### config.mk
export PLATFORM = sky130hd
export DESIGN_NAME = nco_voice
export DESIGN_NICKNAME = d
export VERILOG_FILES = /design/src/rtl/nco_voice.sv
export SDC_FILE = /design/constraint.sdc
export NUM_CORES = 1
export LEC_CHECK = 0
export BUFFER_PORTS_ARGS = -buffer_cell sky130_fd_sc_hd__buf_2
export CAP_MARGIN = 5
export CELL_PAD_IN_SITES_DETAIL_PLACEMENT = 1
export CELL_PAD_IN_SITES_GLOBAL_PLACEMENT = 1
export CORE_MARGIN = 3
export CORE_UTILIZATION = 35
export CTS_CLUSTER_DIAMETER = 100
export DETAILED_ROUTE_END_ITERATION = 7
export PLACE_DENSITY_LB_ADDON = 0.1
export SKIP_CTS_REPAIR_TIMING = 1
export SYNTH_ARGS = -nofsm -noshare
export SYNTH_HDL_FRONTEND = slang
export SYNTH_SLANG_ARGS = --single-unit
### constraint.sdc
create_clock -name master_clk -period 20.8 [get_ports master_clk]
set_clock_uncertainty 0.15 [all_clocks]
set_input_delay 1.04 -clock master_clk [delete_from_list [all_inputs] [get_ports master_clk]]
set_output_delay 1.04 -clock master_clk [all_outputs]
set_load 0.01 [all_outputs]
### src/rtl/nco_voice.sv
// Single-voice sine NCO: free-running sample/bit-clock divider, 32-bit phase accumulator,
// quarter-wave sine ROM with linear interpolation between adjacent table entries.
module nco_voice #(
   parameter int SAMPLE_DIV = 512,
   parameter int BIT_DIV    = 8,
   parameter int ACC_WIDTH  = 32,
   parameter int OUT_WIDTH  = 16
) (
   input  logic                 master_clk,
   input  logic                 rst,
   input  logic                 nco_mute,
   input  logic [ACC_WIDTH-1:0] accumulator_increment_value,
   output logic                 sample_clk_en,
   output logic                 bit_clk_en,
   output logic [OUT_WIDTH-1:0] sample_output,
   output logic [ACC_WIDTH-1:0] accumulator_value,
   output logic [OUT_WIDTH-1:0] sample_li_offset
);

   localparam int CW = $clog2(SAMPLE_DIV);
   localparam int BW = $clog2(BIT_DIV);

   logic [CW-1:0]               r_cnt;
   logic [ACC_WIDTH-1:0]        r_acc;
   logic [OUT_WIDTH-1:0]        r_sample;
   logic [OUT_WIDTH-1:0]        r_offset;

   logic [7:0]                  w_idx;
   logic [7:0]                  w_idx_next;
   logic [7:0]                  w_frac;
   logic signed [OUT_WIDTH-1:0] w_s0;
   logic signed [OUT_WIDTH-1:0] w_s1;
   logic signed [OUT_WIDTH:0]   w_diff;
   logic signed [OUT_WIDTH+9:0] w_prod;
   logic [OUT_WIDTH-1:0]        w_off;
   logic [OUT_WIDTH-1:0]        w_y;

   // First quadrant of round(32767*sin(2*pi*a/256)), a = 0..64.
   function automatic logic [15:0] quarter_sine(input logic [6:0] a);
      logic [15:0] v;
      case (a)
         7'd0:  v = 16'd0;     7'd1:  v = 16'd804;   7'd2:  v = 16'd1608;  7'd3:  v = 16'd2410;
         7'd4:  v = 16'd3212;  7'd5:  v = 16'd4011;  7'd6:  v = 16'd4808;  7'd7:  v = 16'd5602;
         7'd8:  v = 16'd6393;  7'd9:  v = 16'd7179;  7'd10: v = 16'd7962;  7'd11: v = 16'd8739;
         7'd12: v = 16'd9512;  7'd13: v = 16'd10278; 7'd14: v = 16'd11039; 7'd15: v = 16'd11793;
         7'd16: v = 16'd12539; 7'd17: v = 16'd13279; 7'd18: v = 16'd14010; 7'd19: v = 16'd14732;
         7'd20: v = 16'd15446; 7'd21: v = 16'd16151; 7'd22: v = 16'd16846; 7'd23: v = 16'd17530;
         7'd24: v = 16'd18204; 7'd25: v = 16'd18868; 7'd26: v = 16'd19519; 7'd27: v = 16'd20159;
         7'd28: v = 16'd20787; 7'd29: v = 16'd21403; 7'd30: v = 16'd22005; 7'd31: v = 16'd22594;
         7'd32: v = 16'd23170; 7'd33: v = 16'd23731; 7'd34: v = 16'd24279; 7'd35: v = 16'd24811;
         7'd36: v = 16'd25329; 7'd37: v = 16'd25832; 7'd38: v = 16'd26319; 7'd39: v = 16'd26790;
         7'd40: v = 16'd27245; 7'd41: v = 16'd27683; 7'd42: v = 16'd28105; 7'd43: v = 16'd28510;
         7'd44: v = 16'd28898; 7'd45: v = 16'd29268; 7'd46: v = 16'd29621; 7'd47: v = 16'd29956;
         7'd48: v = 16'd30273; 7'd49: v = 16'd30571; 7'd50: v = 16'd30852; 7'd51: v = 16'd31113;
         7'd52: v = 16'd31356; 7'd53: v = 16'd31580; 7'd54: v = 16'd31785; 7'd55: v = 16'd31971;
         7'd56: v = 16'd32137; 7'd57: v = 16'd32285; 7'd58: v = 16'd32412; 7'd59: v = 16'd32521;
         7'd60: v = 16'd32609; 7'd61: v = 16'd32678; 7'd62: v = 16'd32728; 7'd63: v = 16'd32757;
         7'd64: v = 16'd32767;
         default: v = 16'd0;
      endcase
      return v;
   endfunction

   // Full 256-entry table by mirroring within each half wave and negating the second half.
   function automatic logic [15:0] sine_rom(input logic [7:0] i);
      logic [7:0]  j;
      logic [6:0]  a;
      logic [15:0] m;
      j = {1'b0, i[6:0]};
      a = (j <= 8'd64) ? j[6:0] : 7'(8'd128 - j);
      m = quarter_sine(a);
      return i[7] ? 16'(-m) : m;
   endfunction

   assign w_idx      = r_acc[ACC_WIDTH-1 -: 8];
   assign w_frac     = r_acc[ACC_WIDTH-9 -: 8];
   assign w_idx_next = w_idx + 8'd1;
   assign w_s0       = OUT_WIDTH'(sine_rom(w_idx));
   assign w_s1       = OUT_WIDTH'(sine_rom(w_idx_next));
   assign w_diff     = {w_s1[OUT_WIDTH-1], w_s1} - {w_s0[OUT_WIDTH-1], w_s0};
   assign w_prod     = (OUT_WIDTH+10)'(w_diff) * (OUT_WIDTH+10)'($signed({1'b0, w_frac}));
   assign w_off      = OUT_WIDTH'(w_prod >>> 8);
   assign w_y        = w_s0 + w_off;

   // Divider assumes SAMPLE_DIV and BIT_DIV are powers of two, so every sample enable is also a bit enable.
   assign sample_clk_en = (r_cnt == CW'(SAMPLE_DIV - 1));
   assign bit_clk_en    = (r_cnt[BW-1:0] == {BW{1'b1}});

   always_ff @(posedge master_clk or posedge rst) begin
      if (rst) begin
         r_cnt    <= '0;
         r_acc    <= '0;
         r_sample <= '0;
         r_offset <= '0;
      end else begin
         if (sample_clk_en) begin
            r_cnt    <= '0;
            r_acc    <= r_acc + accumulator_increment_value;
            r_offset <= w_off;
            r_sample <= nco_mute ? '0 : w_y;
         end else begin
            r_cnt <= r_cnt + 1'b1;
         end
      end
   end

   assign sample_output     = r_sample;
   assign accumulator_value = r_acc;
   assign sample_li_offset  = r_offset;

endmodule

Word-level counts from Yosys, hierarchy flattened
Memory sizes are Yosys's and may differ from the RTL's.
Index checks and enable logic that the tools add are counted.
{ "classes": {"n_lt_le_gt_ge": 2, "mul": 1, "eq_ne": 2, "n_mux": 6, "addsub": 9} }
{ "op_table": {"columns": ["cell", "count"], "rows": [
  ["$mux W16", 3],
  ["$add A32 B32 Y32", 1],
  ["$neg A16 Y16", 2],
  ["$mul A17 B9 Y24", 1],
  ["$sub A16 B16 Y17", 1],
  ["$add A16 B16 Y16", 1],
  ["$le A7 B7 Y1 const B", 2],
  ["$mux W7", 2],
  ["$sub A1 B7 Y7 const A", 2],
  ["$add A9 B1 Y9 const B", 1],
  ["$eq A9 B9 Y1 const B", 1],
  ["$mux W9", 1],
  ["$add A8 B1 Y8 const B", 1],
  ["$eq A3 B3 Y1 const B", 1]
]} }
{ "totals": {"regBits": 73, "input_bits": 35, "mem_bits_ro": 3840, "memories": 2} }
{ "memory_table": {"columns": ["memory", "words", "width", "rd", "rd_clocked_by_memory_dff", "write_ports", "line_no", "source"], "rows": [
  ["(name not given)", 128, 15, 1, 0, 0, "41", "case (a)"],
  ["(name not given)", 128, 15, 1, 0, 0, "41", null]
]} }

Depth between registers and ports, before layout
An unclocked memory read counts as a cell.
{ "logic_depth": {"ltp_word": 10, "ltp_mapped": 59, "depth_no_buf": 55} }

Worst setup path after synthesis
Ideal clock, no wire load.
{ "synth_path": {"kind": "register -> register", "startpoint": "register r_acc[24], in the netlist accumulator_value[24]", "endpoint": "register r_sample[15], in the netlist sample_output[15]", "stages_incl_launch_ff": 57, "setup_slack_ps": 8483, "n_path_buf": 8, "setup_ps": 95, "t_required_ps": 20555, "arrival_ps": 12072, "synth_period_minus_slack_ps": 12317, "path_cell_list": "dfrtp_1 > buf_4 > clkbuf_1 > clkbuf_1 > clkbuf_1 > inv_1 > ha_1 > clkbuf_1 > xnor2_1 > clkbuf_1 > ha_1 > buf_1 > nor2_1 > a21oi_1 > nor2_1 > a2111oi_0 > o31ai_1 > o22ai_1 > (+21 left out) > fa_1 > inv_1 > ha_1 > a21oi_1 > o21ai_0 > o31ai_1 > o21bai_1 > a211oi_1 > nor2_1 > ha_1 > or3_1 > o21ai_0 > a211oi_1 > o21a_1 > nor2_1 > o21ai_0 > xor3_1 > o31ai_1"} }
{ "synth_between": {"elab_chain_cells": 10, "word_cells_on_any_way": 17, "cone_classes": "7 x add/sub; 1 x mul; 2 x order compare; 5 x mux; 2 x memory"} }
{ "synth_lines": {"columns": ["item", "line_no", "source"], "rows": [
  ["start, declared", "24", "logic [ACC_WIDTH-1:0] r_acc;"],
  ["start signal, assigned", "98", "r_acc <= r_acc + accumulator_increment_value;"],
  ["$add A8 B1 Y8", "77", "assign w_idx_next = w_idx + 8'd1;"],
  ["$sub A1 B7 Y7 / $le A7 B7 Y1 (equally long branches)", "70", "a = (j <= 8'd64) ? j[6:0] : 7'(8'd128 - j);"],
  ["$mux W7", "70", null],
  ["$mem_v2 Z128 W15", null, null],
  ["$neg A16 Y16", "72", "return i[7] ? 16'(-m) : m;"],
  ["$mux W16", "72", null],
  ["$sub A16 B16 Y17 (*)", "80", "assign w_diff = {w_s1[OUT_WIDTH-1], w_s1} - {w_s0[OUT_WIDTH-1], w_s0};"],
  ["$mul A17 B9 Y24 (*)", "81", "assign w_prod = (OUT_WIDTH+10)'(w_diff) * (OUT_WIDTH+10)'($signed({1'b0, w_frac}));"],
  ["net w_prod[18]", "34", "logic signed [OUT_WIDTH+9:0] w_prod;"],
  ["$add A16 B16 Y16 (*)", "83", "assign w_y = w_s0 + w_off;"],
  ["$mux W16 (*)", "100", "r_sample <= nco_mute ? '0 : w_y;"],
  ["end signal, assigned", "100", null],
  ["end, declared", "25", "logic [OUT_WIDTH-1:0] r_sample;"]
]} }
Mark *: on every way through the listed nets, which the timed path passes. The rest lies on a longest branch.
A chain may end at the register's enable or synchronous reset.

Worst setup path after layout
Ends and elaborated chain as after synthesis.

==> flow_metrics.env <==
export IMPL_cp_max_fo=31
export IMPL_synth_nets=2163
export IMPL_ant_nets=0
export IMPL_place_congestion=0.871
export IMPL_synthCells=1895
export IMPL_final_cell_mix="inv_1, nand2_1, ha_1, nor2_1, a21oi_1"
export IMPL_hpwlAfterDp_um=40500
export IMPL_critPathTopFamily="compound AO/OA/AOI/OAI gates"
export IMPL_die_area_um2=45100
export IMPL_rr_worst_depth=52
export IMPL_overflow=0
export IMPL_fp_dieH_um=212
export IMPL_remaining_drc_errors=0
export IMPL_ir_drop_v=0.0000435
export IMPL_slew_limit_headroom=0.307
export IMPL_powerDensity_nw_per_um2=24.2
export IMPL_cp_slowest_cell="a2111oi_0"
export IMPL_worstSetupPathDepth=52
export IMPL_crit_buf_inv=8
export IMPL_initial_core_util=0.355
export IMPL_setup_violations=0
export IMPL_ys_warnings_count=0
export IMPL_grt_pass1_wl_um=83900
export IMPL_ys_ff_latch=73
export IMPL_clk_pin_slew_ps=70
export IMPL_cp_slowest_stage_delay_ps=840
export IMPL_post_route_period_util=0.712
export IMPL_io_pins=101
export IMPL_synthFlopType="dfrtp_1"
export IMPL_vias_per_cell=5.74
export IMPL_fin_tns_setup_ps=0
export IMPL_worst_pin_slew_ps=1040
export IMPL_critPathMostFrequentCell="o21ai_0"
export IMPL_nNetsFinal=2188
export IMPL_worstPathRequired_ps=20940
export IMPL_drt_pass1_iterations=5
export IMPL_syn_area_um2=14900
export IMPL_fin_util=0.384
export IMPL_totalWireLength_um=52800
export IMPL_worst_setup_path_end_kind="flip-flop"
export IMPL_cts_buffer_depth=2
export IMPL_fillers=5131
export IMPL_num_vias=14100
export IMPL_synth_area_per_cell_um2=7.87
export IMPL_ys_seq_area_frac=0.122
export IMPL_drv_cap=0
export IMPL_max_freq_mhz=67.6
export IMPL_cts_buffers=9
export IMPL_synth_edf_count=0
export IMPL_period_minus_slack_ps=14800
export IMPL_rsz0062_at_grt="no"
export IMPL_drv_slew=0
export IMPL_synthArstFlopShare=1.00
export IMPL_clock_sinks=73
export IMPL_hp_class="flip-flop to flip-flop"
export IMPL_drt_iter0_markers=811
export IMPL_io_buffers=100
export IMPL_core_region_area_um2=42000
export IMPL_crit_type="flip-flop to flip-flop"
export IMPL_drive_gt1_frac=0.123
export IMPL_area_growth_syn_to_layout_pct=8.28
export IMPL_insertion_delay_ps=380
export IMPL_hold_viol_final=0
export IMPL_status="finished, final reports clean"
export IMPL_clock_root_buffer="clkbuf_16"
export IMPL_grt_pass1_vias=14700
export IMPL_grt_max_degree=74
export IMPL_fp_row_count=75
export IMPL_critical_path_arrival_ps=14940
export IMPL_wl_per_cell_um=21.4
export IMPL_antenna_found_initial=0
export IMPL_startpoint_type="flip-flop"
export IMPL_cellLeakagePower_nw=7.70
export IMPL_cts_tree="done"
export IMPL_antennaDiodeCount=0
export IMPL_ctsHtreeMaxLevel=3
export IMPL_min_path_cells=1
export IMPL_grt_usage=0.236
export IMPL_layout_commonest_cell="inv_1"
export IMPL_die_x_um=212
export IMPL_yosysUniqueCellTypes=101
worst register-to-register path: cells and delay by family (launching register included):
family                     cells  cell delay [ps]
AOI/OAI and AO/OA             22             5860
adders and majority gates     10             3980
and+or+nand+nor                8             1690
buffers and inverters          8             1450
DFF                            1              720
xor gates and xnor gates       3              520
muxes                          1              310
synth_stat cells (all sizes together) (21+ instances only):
master	count	area share
a211oi	27	0.014
a21o	28	0.014
a21oi	107	0.036
a31oi	28	0.012
and2	69	0.029
and3	21	0.0088
buf	47	0.018
clkbuf	71	0.018
dfrtp	73	0.12
fa	105	0.14
ha	128	0.11
inv	204	0.051
mux2	38	0.029
nand2	171	0.043
nand2b	22	0.0092
nand3	63	0.022
nor2	125	0.032
nor2b	25	0.010
nor3	54	0.019
o211ai	21	0.011
o21ai	87	0.029
o31ai	23	0.012
xnor2	74	0.044
xor2	38	0.022
stage by stage:
step	instances	hold WS, ps	setup slack (ps)	total power, mW	area [um2]
after floorplan	1895	267	8480	0.195	14900
after detailed placement	2448	293	6120	0.217	15800
final	2464	304	6000	0.391	16200
after global routing	2464	330	4880	0.412	16200
after global placement	2448	282	6580	0.216	15800
after CTS	2464	304	6040	0.401	16200
cell families (layout without fill, tap and decap cells):
group,after synthesis,after routing,share of synthesized area
DFF,73,73,0.122
adders and majority gates,233,233,0.248
and+or+nand+nor,621,621,0.210
xor gates and xnor gates,114,114,0.0693
AOI/OAI and AO/OA,476,476,0.220
muxes,55,55,0.0423
buffers and inverters,323,353,0.0877
sequential cells by signal, summed over array words and instances, names as in the netlist:
signal             cells
accumulator_value     32
sample_li_offset      16
sample_output         16
r_cnt                  9
layer usage:
metal / global-route usage / wire length, um
met3: 0.0329 / 2240
met5: 0 / 0
met4: 0.0606 / 926
met1: 0.330 / 25000
met2: 0.385 / 24600
final timing paths:
| kind | slack, ps | startpoint | to |
|---|---|---|---|
| min in group asynchronous | 830 | rst | accumulator_value[0]$_DFFE_PP0P_ |
| setup / recovery | 6000 | accumulator_value[24]$_DFFE_PP0P_ | sample_output[15]$_DFFE_PP0P_ |
| setup reg to reg | 6000 | accumulator_value[24]$_DFFE_PP0P_ | sample_output[15]$_DFFE_PP0P_ |
| max in group asynchronous | 18990 | rst | sample_output[5]$_DFFE_PP0P_ |
| hold / removal | 300 | r_cnt[0]$_DFF_PP0_ | r_cnt[0]$_DFF_PP0_ |
| hold reg to reg | 300 | r_cnt[0]$_DFF_PP0_ | r_cnt[0]$_DFF_PP0_ |
report_power, final:
| part | internal, mW | switching, mW |
|---|---|---|
| Sequential | 0.142 | 0.00123 |
| Combinational | 0.0278 | 0.0427 |
| Clock | 0.100 | 0.0767 |
layout make-up:
cell class | instances | area (um2) | area share
multi-input cells | 1499 | 11800 | 0.732
inverters | 205 | 771 | 0.0477
repair buffers | 132 | 741 | 0.0458
well taps | 539 | 674 | 0.0417
flip-flops and latches | 73 | 1830 | 0.113
clock inverters | 5 | 62.6 | 0.00387
clock buffers | 11 | 253 | 0.0156
Note: power is estimated with default switching activity, not from simulation.
